--- src/rtl/gmii_tune_pkg.sv ---
// Shared types for the GMII RX IDELAY tap tuner.
// State encoding and default tap geometry.
package gmii_tune_pkg;
  localparam int TAP_BITS = 5;
  localparam int TAP_MAX  = 2**TAP_BITS - 1;

  typedef logic [TAP_BITS-1:0] tap_t;

  typedef enum logic [2:0] {
    S_WAIT_RDY,
    S_IDLE,
    S_LOAD,
    S_SETTLE,
    S_DWELL,
    S_SCORE,
    S_PICK,
    S_APPLY
  } state_t;
endpackage

--- src/rtl/gmii_tap_window.sv ---
// Tracks the current passing run and the longest run seen so far.
// Ties keep the earlier (lower-tap) window.
module gmii_tap_window #(
  parameter int TAP_BITS = 5
) (
  input  logic                i_clock,
  input  logic                i_reset,
  input  logic                i_clear,
  input  logic                i_step,
  input  logic                i_pass,
  input  logic [TAP_BITS-1:0] i_tap,
  output logic [TAP_BITS:0]   o_best_len,
  output logic [TAP_BITS-1:0] o_best_start
);
  logic [TAP_BITS:0]   r_run;
  logic [TAP_BITS:0]   r_best;
  logic [TAP_BITS-1:0] r_start;
  logic [TAP_BITS:0]   w_run_nx;

  assign w_run_nx = r_run + 1'b1;

  always_ff @(posedge i_clock) begin
    if (i_reset || i_clear) begin
      r_run   <= '0;
      r_best  <= '0;
      r_start <= '0;
    end else if (i_step) begin
      if (i_pass) begin
        r_run <= w_run_nx;
        if (w_run_nx > r_best) begin
          r_best  <= w_run_nx;
          r_start <= i_tap - r_run[TAP_BITS-1:0];
        end
      end else begin
        r_run <= '0;
      end
    end
  end

  assign o_best_len   = r_best;
  assign o_best_start = r_start;
endmodule

--- src/rtl/gmii_idelay_tuner.sv ---
// Runtime IDELAYE2 tap controller for the GMII RX data lanes.
// Sweeps taps, scores MAC frame results, applies the best window centre.
module gmii_idelay_tuner
  import gmii_tune_pkg::*;
#(
  parameter int TAP_BITS       = 5,
  parameter int DEFAULT_TAP    = 25,
  parameter int DWELL_FRAMES   = 16,
  parameter int SETTLE_CYCLES  = 16,
  parameter int TIMEOUT_CYCLES = 2**20,
  parameter int MIN_WINDOW     = 4
) (
  input  logic                i_clock,
  input  logic                i_reset,
  input  logic                i_idelayctrl_rdy,
  input  logic                i_cal_start,
  input  logic                i_man_we,
  input  logic [TAP_BITS-1:0] i_man_tap,
  input  logic                i_frame_good,
  input  logic                i_frame_bad,
  output logic [TAP_BITS-1:0] o_tap_value,
  output logic                o_tap_ld,
  output logic                o_busy,
  output logic                o_done,
  output logic                o_cal_fail,
  output logic [TAP_BITS-1:0] o_win_start,
  output logic [TAP_BITS:0]   o_win_len
);
  localparam int TM = 2**TAP_BITS - 1;
  localparam int FW = $clog2(DWELL_FRAMES + 1);
  localparam int TW = $clog2(TIMEOUT_CYCLES + 1);
  localparam int SW = $clog2(SETTLE_CYCLES + 1);
  localparam int LW = TAP_BITS + 1;
  localparam logic [TAP_BITS-1:0] DEF = TAP_BITS'(DEFAULT_TAP);

  state_t              r_state, w_next;
  logic [TAP_BITS-1:0] r_tap;
  logic                r_man_ld, r_done, r_fail;
  logic [FW-1:0]       r_good, r_bad;
  logic [TW-1:0]       r_timer;
  logic [SW-1:0]       r_settle;
  logic [TAP_BITS-1:0] r_win_start;
  logic [LW-1:0]       r_win_len;

  logic [FW:0]         w_sum;
  logic                w_abort, w_frames_done, w_timeout;
  logic                w_pass, w_last, w_cal_go, w_man_go, w_ok;
  logic [LW-1:0]       w_best_len, w_half;
  logic [TAP_BITS-1:0] w_best_start, w_mid;

  assign w_abort = !i_idelayctrl_rdy &&
                   r_state != S_WAIT_RDY && r_state != S_IDLE;
  assign w_sum = {1'b0, r_good} + {1'b0, r_bad};
  assign w_frames_done = w_sum >= (FW+1)'(DWELL_FRAMES);
  assign w_timeout = r_timer == TW'(TIMEOUT_CYCLES);
  assign w_pass = r_bad == '0 && r_good >= FW'(DWELL_FRAMES) && !w_timeout;
  assign w_last = r_tap == TAP_BITS'(TM);
  assign w_cal_go = r_state == S_IDLE && i_cal_start;
  assign w_man_go = r_state == S_IDLE && i_man_we && !i_cal_start;
  assign w_ok = w_best_len >= LW'(MIN_WINDOW);
  assign w_half = (w_best_len - 1'b1) >> 1;
  assign w_mid = w_best_start + w_half[TAP_BITS-1:0];

  gmii_tap_window #(.TAP_BITS(TAP_BITS)) u_window (
    .i_clock      (i_clock),
    .i_reset      (i_reset),
    .i_clear      (w_cal_go),
    .i_step       (r_state == S_SCORE),
    .i_pass       (w_pass),
    .i_tap        (r_tap),
    .o_best_len   (w_best_len),
    .o_best_start (w_best_start)
  );

  always_ff @(posedge i_clock) begin
    if (i_reset) r_state <= S_WAIT_RDY;
    else         r_state <= w_next;
  end

  always_comb begin
    w_next = r_state;
    if (w_abort) begin
      w_next = S_WAIT_RDY;
    end else begin
      unique case (r_state)
        S_WAIT_RDY: if (i_idelayctrl_rdy) w_next = S_APPLY;
        S_IDLE:     if (i_cal_start) w_next = S_LOAD;
        S_LOAD:     w_next = S_SETTLE;
        S_SETTLE:   if (r_settle == SW'(SETTLE_CYCLES - 1)) w_next = S_DWELL;
        S_DWELL:    if (w_frames_done || w_timeout) w_next = S_SCORE;
        S_SCORE:    w_next = w_last ? S_PICK : S_LOAD;
        S_PICK:     w_next = S_APPLY;
        S_APPLY:    w_next = S_IDLE;
        default:    w_next = S_WAIT_RDY;
      endcase
    end
  end

  always_comb begin
    o_tap_ld = r_man_ld;
    o_busy   = 1'b1;
    if (r_state == S_LOAD || r_state == S_APPLY) o_tap_ld = 1'b1;
    if (r_state == S_IDLE) o_busy = 1'b0;
  end

  always_ff @(posedge i_clock) begin
    if (i_reset) begin
      r_tap       <= DEF;
      r_man_ld    <= 1'b0;
      r_done      <= 1'b0;
      r_fail      <= 1'b0;
      r_good      <= '0;
      r_bad       <= '0;
      r_timer     <= '0;
      r_settle    <= '0;
      r_win_start <= '0;
      r_win_len   <= '0;
    end else begin
      r_man_ld <= w_man_go;
      if (w_abort) begin
        r_tap  <= DEF;
        r_done <= 1'b1;
        r_fail <= 1'b1;
      end else begin
        unique case (r_state)
          S_WAIT_RDY: r_tap <= DEF;
          S_IDLE: begin
            if (i_cal_start) begin
              r_tap  <= '0;
              r_done <= 1'b0;
              r_fail <= 1'b0;
            end else if (i_man_we) begin
              r_tap <= i_man_tap;
            end
          end
          S_LOAD: r_settle <= '0;
          S_SETTLE: begin
            r_settle <= r_settle + 1'b1;
            r_good   <= '0;
            r_bad    <= '0;
            r_timer  <= '0;
          end
          S_DWELL: begin
            if (!w_timeout) r_timer <= r_timer + 1'b1;
            if (i_frame_good && r_good != FW'(DWELL_FRAMES))
              r_good <= r_good + 1'b1;
            if (i_frame_bad && r_bad != FW'(DWELL_FRAMES))
              r_bad <= r_bad + 1'b1;
          end
          S_SCORE: if (!w_last) r_tap <= r_tap + 1'b1;
          S_PICK: begin
            r_tap       <= w_ok ? w_mid : DEF;
            r_fail      <= !w_ok;
            r_done      <= 1'b1;
            r_win_start <= w_best_start;
            r_win_len   <= w_best_len;
          end
          default: ;
        endcase
      end
    end
  end

  assign o_tap_value = r_tap;
  assign o_done      = r_done;
  assign o_cal_fail  = r_fail;
  assign o_win_start = r_win_start;
  assign o_win_len   = r_win_len;
endmodule

--- config.mk ---
export PLATFORM = sky130hd
export DESIGN_NAME = gmii_idelay_tuner
export DESIGN_NICKNAME = d
export VERILOG_FILES = /design/src/rtl/gmii_tune_pkg.sv /design/src/rtl/gmii_tap_window.sv /design/src/rtl/gmii_idelay_tuner.sv
export SDC_FILE = /design/constraint.sdc
export NUM_CORES = 1
export LEC_CHECK = 0
export CORE_ASPECT_RATIO = 1.4
export CORE_MARGIN = 5
export CORE_UTILIZATION = 25
export CTS_BUF_LIST = sky130_fd_sc_hd__clkbuf_8
export DETAILED_ROUTE_END_ITERATION = 12
export HOLD_SLACK_MARGIN = 0.02
export PLACE_DENSITY = 0.5
export SKIP_LAST_GASP = 1
export SYNTH_ARGS = -nofsm -noshare
export SYNTH_HDL_FRONTEND = slang
export SYNTH_SLANG_ARGS = --single-unit
--- constraint.sdc ---
create_clock -name i_clock -period 4 [get_ports i_clock]
set_clock_uncertainty 0.15 [all_clocks]
set_input_delay 0.8 -clock i_clock [delete_from_list [all_inputs] [get_ports i_clock]]
set_output_delay 0.8 -clock i_clock [all_outputs]
set_load 0.005 [all_outputs]
Word-level counts from Yosys, hierarchy flattened
Index checks and enable logic that the tools add are counted.
{"block": "op_classes", "n_eq_ne": 23, "muxes": 26, "bitwise": 1, "add_sub_neg": 10, "n_reduce_logical": 33, "magnitude_cmp": 4}
{"cell": "21-bit case mux with 2 select lines", "n": 1}
{"cell": "5-bit 2-to-1 mux", "n": 6}
{"cell": "5-bit case mux with 2 select lines", "n": 3}
{"cell": "3-bit case mux with 8 select lines", "n": 1}
{"cell": "21-bit by 1-bit adder with 21-bit output (second input constant)", "n": 1}
{"cell": "21-bit equality test (second input constant)", "n": 1}
{"cell": "21-bit 2-to-1 mux", "n": 1}
{"cell": "5-bit by 1-bit adder with 5-bit output (second input constant)", "n": 4}
{"cell": "5-bit case mux with 4 select lines", "n": 1}
{"cell": "2-bit != test (second input constant)", "n": 8}
{"cell": "3-bit 2-to-1 mux", "n": 5}
{"cell": "3-bit AND reduction", "n": 5}
{"cell": "3-bit equality test (second input constant)", "n": 4}
{"cell": "5-bit != test (second input constant)", "n": 2}
{"cell": "1-bit logical AND", "n": 9}
{"cell": "5-bit by 5-bit adder with 6-bit output", "n": 1}
{"cell": "6-bit by 1-bit adder with 6-bit output (second input constant)", "n": 1}
{"cell": "3-bit by 2-bit equality test with 1-bit output (second input constant)", "n": 2}
{"cell": "6-bit by 3-bit greater-or-equal comparator with 1-bit output (second input constant)", "n": 1}
{"cell": "6-bit by 5-bit greater-or-equal comparator with 1-bit output (second input constant)", "n": 1}
{"cell": "6-bit > comparator", "n": 1}
{"cell": "6-bit 2-to-1 mux", "n": 1}
{"cell": "3-bit != test (second input constant)", "n": 2}
{"cell": "2-bit AND reduction", "n": 3}
{"cell": "20 further kinds", "n": 32}
{"block": "word_totals", "out_inout_bits": 20, "inputBits": 12, "register_bits": 75}

Logic depth before layout (Yosys ltp)
Gate-level depths: netlist of the first run.
{"block": "depth", "word_depth": 5, "mapped_depth": 10, "depth_no_buf": 10}

Hierarchy
From an unflattened synthesis of the first run, not the netlist that was laid out.
{"block": "hier_totals", "hier_cells": 536, "hier_area_um2": 4439.3}
{"module": "gmii_idelay_tuner", "area_per_inst_um2": 3417.0, "cells_per_inst": 425, "instances": 1}
{"module": "gmii_tap_window", "area_per_inst_um2": 1022.2, "cells_per_inst": 111, "instances": 1}

Least setup slack after synthesis of the first run
OpenSTA, ideal clock, no wires.
{"block": "synth_path", "path_type": "reg-to-reg", "startpoint": "reg u_window.r_run[1]", "endpoint": "reg u_window.r_start[1] (netlist: u_window.o_best_start[1])", "setup_time_ns": 0.070, "setup_slack_ns": 1.632, "required_ns": 3.780, "t_arrival_ns": 2.148, "path_stages_with_launch": 10, "cell_sequence": "dfxtp_1 -> ha_1 -> nand3_1 -> xnor2_1 -> ha_1 -> nand4_1 -> o221ai_1 -> o211ai_2 -> or2_2 -> a21oi_1"}
{"block": "synth_between", "elab_chain_len": 3, "elab_cells_between_ends": 4, "classes_between": "add/sub: 2; order compare: 1; reduce/logical: 1"}
{"item": "from (decl)", "line": "gmii_tap_window.sv:15", "source": "logic [TAP_BITS:0] r_run;"}
{"item": "from (signal assigned)", "line": "gmii_tap_window.sv:29", "source": "r_run <= w_run_nx;"}
{"item": "6-bit by 1-bit adder with 6-bit output", "line": "gmii_tap_window.sv:20", "source": "assign w_run_nx = r_run + 1'b1;"}
{"item": "via u_window.w_run_nx[4]", "line": "gmii_tap_window.sv:18", "source": "logic [TAP_BITS:0] w_run_nx;"}
{"item": "6-bit > comparator", "line": "gmii_tap_window.sv:30", "source": "if (w_run_nx > r_best) begin"}
{"item": "3-bit AND reduction (no line)"}
{"item": "to (signal assigned)", "line": "gmii_tap_window.sv:32", "source": "r_start <= i_tap - r_run[TAP_BITS-1:0];"}
{"item": "to (decl)", "line": "gmii_tap_window.sv:17", "source": "logic [TAP_BITS-1:0] r_start;"}
The timed path passes the listed nets, and every way through them passes these cells.
A chain may end at the register's enable or synchronous reset.

Worst setup path after layout of the first run
{"block": "layout_path", "startpoint": "reg r_state[0]", "endpoint": "reg u_window.r_start[1] (netlist: u_window.o_best_start[1])"}
{"block": "layout_between", "elab_chain_len": 3, "elab_cells_between_ends": 5, "classes_between": "eq/ne: 2; reduce/logical: 3"}
{"item": "from (decl)", "line": "gmii_idelay_tuner.sv:36", "source": "state_t r_state, w_next;"}
{"item": "from (signal assigned)", "line": "gmii_idelay_tuner.sv:77", "source": "else r_state <= w_next;"}
{"item": "3-bit by 1-bit equality test with 1-bit output", "line": "gmii_idelay_tuner.sv:58", "source": "assign w_cal_go = r_state == S_IDLE && i_cal_start;"}
{"item": "1-bit logical AND", "line": "gmii_idelay_tuner.sv:58"}
{"item": "1-bit logical OR", "line": "gmii_tap_window.sv:23", "source": "if (i_reset || i_clear) begin"}
Several ways; a longest one is shown, not always the timed one.

==> run_results.csv, run 1 <==
group,metric,value,unit
layout,syn_to_final_growth,15.33,%
clock_network,cts_resized,0,
routing,avgRoutedWirePerCell,14.80,µm
setup_path,critPathMaxFanout,21,
job,maxCapViolations,0,
status,status,"completed",
power_and_ir_drop,p_leak,0.001858,µW
timing,fin_crit,2.973,ns
logic_synthesis,ys_ff_latch,75,
clock_network,clock_sinks,75,
grt,groute.usage.overall,0.1137,
floorplan,io_pins,32,
clock_network,path_clk_slew,0.08,ns
logic_synthesis,yosysMostFrequentCell,"dfxtp_1",
floorplan,die_w,120.3,µm
power_and_ir_drop,powerDensity,423.4,mW/mm²
setup_path,critPathLaunchType,"flop",
timing,hold_viol,0,
timing,worstMarginPinSlew,0.8658,ns
setup_path,crit_type,"flop to flop",
logic_synthesis,synthTopCellsByArea,"dfxtp_1 35%, ha_1 9.1%, nor2_1 6.3%, xnor2_1 4.5%, a21oi_1 4.3%",
clock_network,clockBufferDepth,2,
routing,totalWireLength,10880,µm
logic_synthesis,syn_inst,503,
hold_path,hold_class,"flop to flop",
floorplan,rows,56,
layout,antenna_cells,0,
placed_design,dpl.hpwl,8378,µm
setup_path,slowest_stage,"dfxtp_1",
routing,postRouteAntennaNets,0,
grt,antenna_found_initial,0,
logic_synthesis,netlist_top_cells_count,"75 x dfxtp_1, 71 x nor2_1, 41 x nand2_1",
grt,first_global_vias,3618,
logic_synthesis,synth_nets,548,
timing,post-route-period-util,0.7433,
clock_network,post_cts_buffers,0,
clock_network,tritoncts,"built",
placed_design,io_buffers,31,
clock_network,cts_made_buffers,9,
floorplan,die_h,164.5,µm
logic_synthesis,yosysSeqAreaShare,0.3524,
logic_synthesis,syn_area,0.004260,mm²
setup_path,cp_cell_sequence,"and3b_1 -> nand4b_1 -> a21oi_2 -> o211ai_2 -> or2_2 -> a21oi_1",
clock_network,cts-root-buf,"clkbuf_8",
logic_synthesis,synth.distinct_cells,63,
layout,fin_nets,572,
logic_synthesis,synth_warnings,0,
power_and_ir_drop,vdd_ir_drop_max,0.1647,mV
grt,grt_max_degree,24,
grt,grt_overflow,0,
timing,setup_viol,0,
floorplan,dieArea,0.01979,mm²
grt,grt_first_pass_wirelength,17970,µm
routing,drt-pass1-iter-count,4,
clock_network,clk_latency,0.36,ns
logic_synthesis,synth_edf_count,0,
layout,drive_gt1_frac,0.07331,
floorplan,core-area,0.01675,mm²
floorplan,initial_core_util,0.2544,
setup_path,end_kind,"flop",
logic_synthesis,synth_area_leader_cell,"dfxtp_1",
setup_path,critPathRequiredTime,4.14,ns
routing,num_vias,3572,
timing,report.final.slew_viol_count,0,
timing,slew_headroom,0.4175,
routing,drc_errors,0,
setup_path,cp.arrival,3.11,ns
timing,rsz0062_at_grt,"false",
routing,via_per_inst,4.860,
power_and_ir_drop,power,2080,µW
logic_synthesis,ys.flop_type,"dfxtp_1",
setup_path,path_buf_inv,0,
routing,drtIter0Drc,92,
setup_path,critPathTopFamily,"simple AND/OR/NAND/NOR gates",
logic_synthesis,netlist.area_leader.share,0.3524,
logic_synthesis,avgSynthCellArea,8.470,µm²
clock_network,cts_hold_buf,0,
setup_path,max_stage_delay,0.76,ns
clock_network,htree_levels,3,
placed_design,routabilityCongestion,0.7631,
timing,max_freq,0.3363,GHz
logic_synthesis,synthArstFlopShare,0,
timing,setup_tns,0,ns
==> registers in the layout, summed over array words and instances (netlist names) <==
name / count
r_timer: 21
o_win_len: 6
u_window.o_best_len: 6
u_window.r_run: 6
o_tap_value: 5
o_win_start: 5
r_bad: 5
r_good: 5
r_settle: 5
u_window.o_best_start: 5
r_state: 3
o_cal_fail: 1
o_done: 1
r_man_ld: 1
==> path summary, 6_finish.rpt <==
kind | slack, ns | start | cells past startpoint | endpoint
max reg2reg | 1.03 | r_state[0]$_SDFFE_PP0P_ | 6 | u_window.o_best_start[1]$_SDFFE_PP0P_
max | 1.03 | r_state[0]$_SDFFE_PP0P_ | 6 | u_window.o_best_start[1]$_SDFFE_PP0P_
min | 0.30 | o_done$_SDFFE_PP0P_ | 2 | o_done$_SDFFE_PP0P_
min reg2reg | 0.30 | o_done$_SDFFE_PP0P_ | 2 | o_done$_SDFFE_PP0P_
==> cell families (layout without fill, tap and decap cells) <==
kind of cell,Yosys count,count (layout),synth area share
buffers and inverters,52,81,0.05991
AND/OR/NAND/NOR,204,204,0.2370
AO/OA/AOI/OAI,88,88,0.1427
XOR/XNOR,43,43,0.08840
multiplexers,8,8,0.01909
adder cells (fa/ha/maj),33,33,0.1004
flip-flops,75,75,0.3524
==> report_power, final <==
group | switching [µW] | internal, µW
combinational | 300 | 265
sequential | 113 | 794
clock | 302 | 305
==> stage by stage <==
stage	cells	instance area (µm²)	worst slack [ns]	hold slack [ns]	util
final	735	4913	1.027	0.3020	0.2934
after CTS	735	4913	1.037	0.3077	0.2934
after floorplan	503	4260	1.632	0.2921	-
after global routing	735	4913	0.8246	0.3204	0.2934
after global placement	719	4712	0.9328	0.2936	0.2814
after detailed placement	719	4712	0.8986	0.2959	0.2814
==> area by class of cell <==
class | instances | area, µm²
timing repair buffer | 35 | 340.3
multi-input combinational | 376 | 2504
fill | 1802 | 11830
clock inverter | 6 | 63.81
clock buffer | 10 | 137.6
tap | 203 | 254.0
sequential | 75 | 1501
inverter | 30 | 112.6
==> worst register-to-register path: stages (launching register included) <==
cell      delay [ns]
dfxtp_1         0.76
and3b_1         0.45
nand4b_1        0.21
a21oi_2         0.35
o211ai_2        0.45
or2_2           0.44
a21oi_1         0.11
==> cell usage in the layout (no fill, tap or decap), types with 6 or more instances in the layout <==
master and n:
a211oi_1 6, nand4_1 14, xnor2_1 22, nor3_1 11, clkbuf_8 10, mux2i_1 7, and3_1 11, nor2_1 71
xor2_1 21, nand3_1 21, nand2_1 41, clkdlybuf4s50_1 31, inv_1 30, dfxtp_1 75, a21oi_1 37, ha_1 31
a22oi_1 7
==> routing by layer <==
layer | routed length (µm) | GRT usage
met1 | 4613 | 0.1251
met2 | 5676 | 0.2126
met3 | 287 | 0.02090
met4 | 302 | 0.04845
met5 | 0 | 0
(Power assumes the default switching activity.)
==> inputs of run 2 (changes only) <==
PLACE_DENSITY = 0.51   (was 0.5)
clock period = 2.6 ns   (was 4 ns; I/O delays follow)
==> run_results.csv, run 2 (synthesis results as in run 1) <==
group,metric,value,unit
clock_network,cts-root-buf,"clkbuf_8",
power_and_ir_drop,p_leak,0.002035,µW
timing,post-route-period-util,0.9360,
grt,grt_overflow,0,
hold_path,min_path_cells,2,
setup_path,crit_type,"flop to primary output",
floorplan,die_h,164.5,µm
clock_network,cts_made_buffers,9,
layout,fin_nets,601,
setup_path,path_buf_inv,2,
routing,postRouteAntennaNets,0,
routing,drtIter0Drc,109,
grt,antenna_found_initial,0,
routing,totalWireLength,10980,µm
setup_path,max_stage_delay,0.61,ns
placed_design,dpl.hpwl,8607,µm
clock_network,clockBufferDepth,2,
setup_path,r2r_cells,10,
grt,grt_busiest_layer,"met2",
timing,worstMarginPinSlew,0.4731,ns
power_and_ir_drop,powerDensity,657.7,mW/mm²
setup_path,critPathLaunchType,"flop",
grt,first_global_vias,3638,
timing,slew_headroom,0.6846,
layout,drive_gt1_frac,0.1248,
power_and_ir_drop,vdd_ir_drop_max,0.2615,mV
power_and_ir_drop,power_frac_comb,0.309,
grt,grtUsageMet1,0.1224,
routing,num_vias,3697,
clock_network,htree_levels,3,
layout,seqCellArea,0.001504,mm²
power_and_ir_drop,p_int,2281,µW
routing,drt-pass1-iter-count,4,
grt,use_met2,0.2123,
layout,antenna_cells,0,
grt,grt_max_degree,23,
routing,drc_errors,0,
layout,multi_input_area,0.002510,mm²
power_and_ir_drop,clock_power_share,0.302,
timing,fin_crit,2.434,ns
hold_path,hp-start,"o_win_len[0]$_SDFFE_PP0P_",
grt,met3_usage,0.02158,
setup_path,rr_startpoint,"u_window.r_run[0]$_SDFFE_PP0P_",
hold_path,whs_endpoint,"o_win_len[0]$_SDFFE_PP0P_",
status,status,"completed",
clock_network,path_clk_slew,0.09,ns
placed_design,io_buffers,31,
layout,largest_register,"r_timer",
layout,largest_reg_flops,21,
layout,final_cell_mix,"73 x dfxtp_1, 71 x nor2_1, 41 x nand2_1",
clock_network,clock_sinks,75,
timing,report.final.slew_viol_count,0,
floorplan,io_pins,32,
grt,grt_first_pass_wirelength,17980,µm
layout,syn_to_final_growth,21.79,%
floorplan,dieArea,0.01979,mm²
layout,layout_commonest_cell,"dfxtp_1",
routing,via_per_inst,4.839,
setup_path,critPathRequiredTime,1.93,ns
timing,holdWs,0.3092,ns
setup_path,slowest_stage,"dfxtp_1",
floorplan,die_w,120.3,µm
timing,rsz0062_at_grt,"false",
clock_network,cts_hold_buf,0,
floorplan,initial_core_util,0.2544,
power_and_ir_drop,swShare,0.3315,
routing,avgRoutedWirePerCell,14.37,µm
timing,hold_viol,0,
timing,setup_tns,0,ns
setup_path,end_kind,"primary output",
setup_path,cp_cell_sequence,"nand2b_1 -> nor2_1 -> inv_1 -> clkdlybuf4s50_1",
clock_network,tritoncts,"built",
placed_design,routabilityCongestion,0.8615,
job,maxCapViolations,0,
power_and_ir_drop,switching_power,1131,µW
setup_path,reg2reg_slack,0.18,ns
setup_path,critPathTopFamily,"flip-flops",
setup_path,critPathMaxFanout,14,
timing,setup_viol,0,
layout,nFillCells,1752,
hold_path,hold_class,"flop to flop",
power_and_ir_drop,p_seq_frac,0.389,
setup_path,r2r-end,"u_window.o_best_start[0]$_SDFFE_PP0P_",
floorplan,rows,56,
setup_path,cp.arrival,1.76,ns
clock_network,clk_latency,0.38,ns
grt,groute.usage.overall,0.1158,
timing,max_freq,0.4109,GHz
floorplan,core-area,0.01675,mm²
-- run 2: cell types whose count changed in the layout (fill, tap and decap cells not counted), moves of 2 or more --
cell        before  now
buf_4            4   31
buf_12           0    2
clkinv_2         2    0
clkinv_4         0    2
clkinvlp_4       2    0
dfxtp_1         75   73
dfxtp_2          0    2
-- run 2: layout make-up --
class | count | share of cell area
Tap cell | 203 | 0.04895
Timing Repair Buffer | 64 | 0.1124
Clock inverter | 7 | 0.01953
Multi-Input combinational cell | 376 | 0.4837
Clock buffer | 9 | 0.02387
Sequential cell | 75 | 0.2898
Inverter | 30 | 0.02170
-- run 2: what timing repair did --
action,4_1_cts,5_1_grt
buffers inserted,0,1
setup endpoints to repair,0,2
hold endpoints to repair,0,0
resized for setup,0,3
-- run 2: layer usage --
metal | vias to the layer above | part of all wire
li1 | 1871 | -
met1 | 1719 | 0.41
met2 | 75 | 0.51
met3 | 32 | 0.036
met4 | 0 | 0.043
met5 | - | 0
-- run 2: worst max-delay path by stage --
stage	from	endpoint	slack (ns)	cells past startpoint
4_1_cts	u_window.r_run[0]$_SDFFE_PP0P_	u_window.o_best_start[1]$_SDFFE_PP0P_	0.06	10
3_5_place_dp	u_window.r_run[0]$_SDFFE_PP0P_	u_window.o_best_start[0]$_SDFFE_PP0P_	0.1	10
2_1_floorplan	u_window.r_run[1]$_SDFFE_PP0P_	u_window.o_best_start[1]$_SDFFE_PP0P_	0.23	9
5_1_grt	u_window.r_run[0]$_SDFFE_PP0P_	u_window.o_best_start[0]$_SDFFE_PP0P_	0.002	10
3_3_place_gp	i_idelayctrl_rdy	r_timer[18]$_SDFFE_PP0P_	0.19	9
6_report	r_state[1]$_SDFFE_PP0P_	o_busy	0.17	4
-- run 2: power groups by stage --
stage / combinational [µW] / clock (µW) / sequential (µW)
3_5_place_dp: 1070 / 0 / 1350
4_1_cts: 1070 / 1070 / 1330
3_3_place_gp: 1060 / 0 / 1350
5_1_grt: 1170 / 1110 / 1340
6_report: 1060 / 1030 / 1330
2_1_floorplan: 663 / 0 / 1310
-- run 2: worst min-delay path, stage by stage, from the launching register on --
cell	delay (ns)
dfxtp_1	0.32
nand2_1	0.05
a21oi_1	0.05
-- run 2: stage by stage --
stage	util	total power [µW]	worst slack, ns	cells	cell area [µm²]
4_1_cts	0.3089	3465	0.05636	763	5172
5_1_grt	0.3098	3622	0.001680	764	5189
2_1_floorplan	-	1977	0.2316	503	4260
6_report	0.3098	3413	0.1663	764	5189
3_3_place_gp	0.2954	2415	0.1902	747	4947
3_5_place_dp	0.2954	2421	0.09869	747	4947
==> inputs of run 3 (changes only) <==
CAP_MARGIN = 40   (was default)
CORE_UTILIZATION = 30   (was 25)
CTS_BUF_LIST = default   (was sky130_fd_sc_hd__clkbuf_8)
PLACE_DENSITY = 0.57   (was 0.51)
==> run_results.csv, run 3 (synthesis results as in run 1) <==
group,metric,value,unit
status,status,"completed",
hold_path,hold_class,"flop to flop",
grt,first_global_vias,3660,
routing,totalWireLength,10680,µm
clock_network,cts_made_buffers,9,
setup_path,rr_startpoint,"u_window.o_best_len[1]$_SDFFE_PP0P_",
routing,drc_errors,0,
timing,layout_setup_ws,0.1157,ns
hold_path,min_path_cells,2,
routing,drtIter0Drc,217,
setup_path,critPathLaunchType,"flop",
routing,drt-met1-wl,4462,µm
timing,post-route-period-util,0.9555,
grt,antenna_found_initial,0,
placed_design,io_buffers,31,
routing,routed-wl-met3,355,µm
layout,layoutNonFillerInstCount,746,
timing,worstMarginPinSlew,0.4986,ns
layout,layout_commonest_cell,"dfxtp_1",
layout,utilization,0.3794,
clock_network,clk_latency,0.34,ns
setup_path,r2r_cells,9,
layout,drive_gt1_frac,0.1248,
routing,via_per_inst,4.964,
setup_path,reg2reg_slack,0.12,ns
floorplan,core-area,0.01391,mm²
clock_network,tritoncts,"built",
layout,final_cell_mix,"75 x dfxtp_1, 71 x nor2_1, 41 x nand2_1",
grt,grt_overflow,0,
timing,max_freq,0.4025,GHz
floorplan,io_pins,32,
clock_network,path_clk_slew,0.06,ns
routing,postRouteAntennaNets,0,
layout,largest_reg_flops,21,
power_and_ir_drop,vdd_ir_drop_max,0.3252,mV
floorplan,die_w,110.7,µm
layout,antenna_cells,0,
timing,fin_crit,2.484,ns
placed_design,dp_worst_setup_slack,-0.1054,ns
routing,avgRoutedWirePerCell,14.31,µm
clock_network,htree_levels,3,
setup_path,crit_type,"flop to flop",
routing,dr_wl_met2,5609,µm
setup_path,crit_start,"u_window.o_best_len[1]$_SDFFE_PP0P_",
floorplan,rows,51,
timing,setup_viol,0,
timing,slew_headroom,0.6668,
routing,num_vias,3703,
setup_path,cp.arrival,2.54,ns
routing,top_layer,"met4",
hold_path,hp-start,"o_win_len[3]$_SDFFE_PP0P_",
placed_design,dpl.hpwl,8303,µm
job,maxCapViolations,0,
power_and_ir_drop,p_leak,0.002075,µW
grt,grt_max_degree,19,
layout,nFillCells,1478,
layout,syn_to_final_growth,23.88,%
setup_path,end_kind,"flop",
clock_network,clock_sinks,75,
floorplan,dieArea,0.01672,mm²
layout,fin_nets,601,
placed_design,routabilityCongestion,0.8765,
floorplan,die_h,151,µm
layout,largest_register,"r_timer",
hold_path,whs_endpoint,"o_win_len[3]$_SDFFE_PP0P_",
timing,hold_viol,0,
grt,grt_first_pass_wirelength,18030,µm
setup_path,critPathRequiredTime,2.66,ns
grt,groute.usage.overall,0.1325,
setup_path,r2r-end,"o_tap_value[3]$_SDFFE_PP1P_",
timing,report.final.slew_viol_count,0,
floorplan,initial_core_util,0.3063,
power_and_ir_drop,power,3853,µW
clock_network,cts-root-buf,"clkbuf_16",
timing,holdWs,0.3026,ns
clock_network,clockBufferDepth,2,
setup_path,critPathMaxFanout,4,
power_and_ir_drop,powerDensity,730.1,mW/mm²
routing,drt-pass1-iter-count,4,
placed_design,dp_cells,728,
run 3: how the worst max path moves through the flow:
| stage | end |
|---|---|
| floorplan | u_window.o_best_start[1]$_SDFFE_PP0P_ |
| global placement | o_tap_value[3]$_SDFFE_PP1P_ |
| detailed placement | o_tap_value[3]$_SDFFE_PP1P_ |
| CTS | o_tap_value[3]$_SDFFE_PP1P_ |
| global route | u_window.o_best_start[2]$_SDFFE_PP0P_ |
| finish | o_tap_value[3]$_SDFFE_PP1P_ |
run 3: layout make-up:
type	count	area, µm²	share of cell area
Tap cell	185	231.5	0.04386
Clock inverter	6	111.4	0.02110
Multi-Input combinational cell	376	2524	0.4782
Inverter	30	112.6	0.02134
Clock buffer	10	239.0	0.04528
Sequential cell	75	1501	0.2845
Timing Repair Buffer	64	558.0	0.1057
run 3: timing repair:
item	CTS	global route
setup endpoints to repair	1	8
setup buffers	0	2
hold buffers	0	0
pin swaps	0	2
resized for setup	1	3
run 3: where the power goes:
group          total (µW)  switching [µW]  internal (µW)
logic                1050             547            498
registers            1340             117           1220
clock network        1470             502            965
run 3: worst max-delay path, cell delays in order, from the launching register on:
cell and delay, ns:
dfxtp_1 0.41, inv_1 0.10, ha_1 0.22, xor2_1 0.27, ha_1 0.29, nand3_1 0.07
nand2_1 0.06, xor2_1 0.16, a2111oi_1 0.54, nor2_1 0.09
run 3: per-layer routing:
metal	up-vias	GRT usage
li1	1866	-
met1	1753	0.1459
met2	64	0.2445
met3	20	0.03197
met4	0	0.05360
met5	-	0
run 3: per-stage QoR:
stage	TNS (ns)	area, µm²
6_report	0	5278
3_3_place_gp	-0.01409	4892
4_1_cts	0	5244
3_5_place_dp	-0.1054	4892
2_1_floorplan	0	4260
5_1_grt	-0.02277	5278
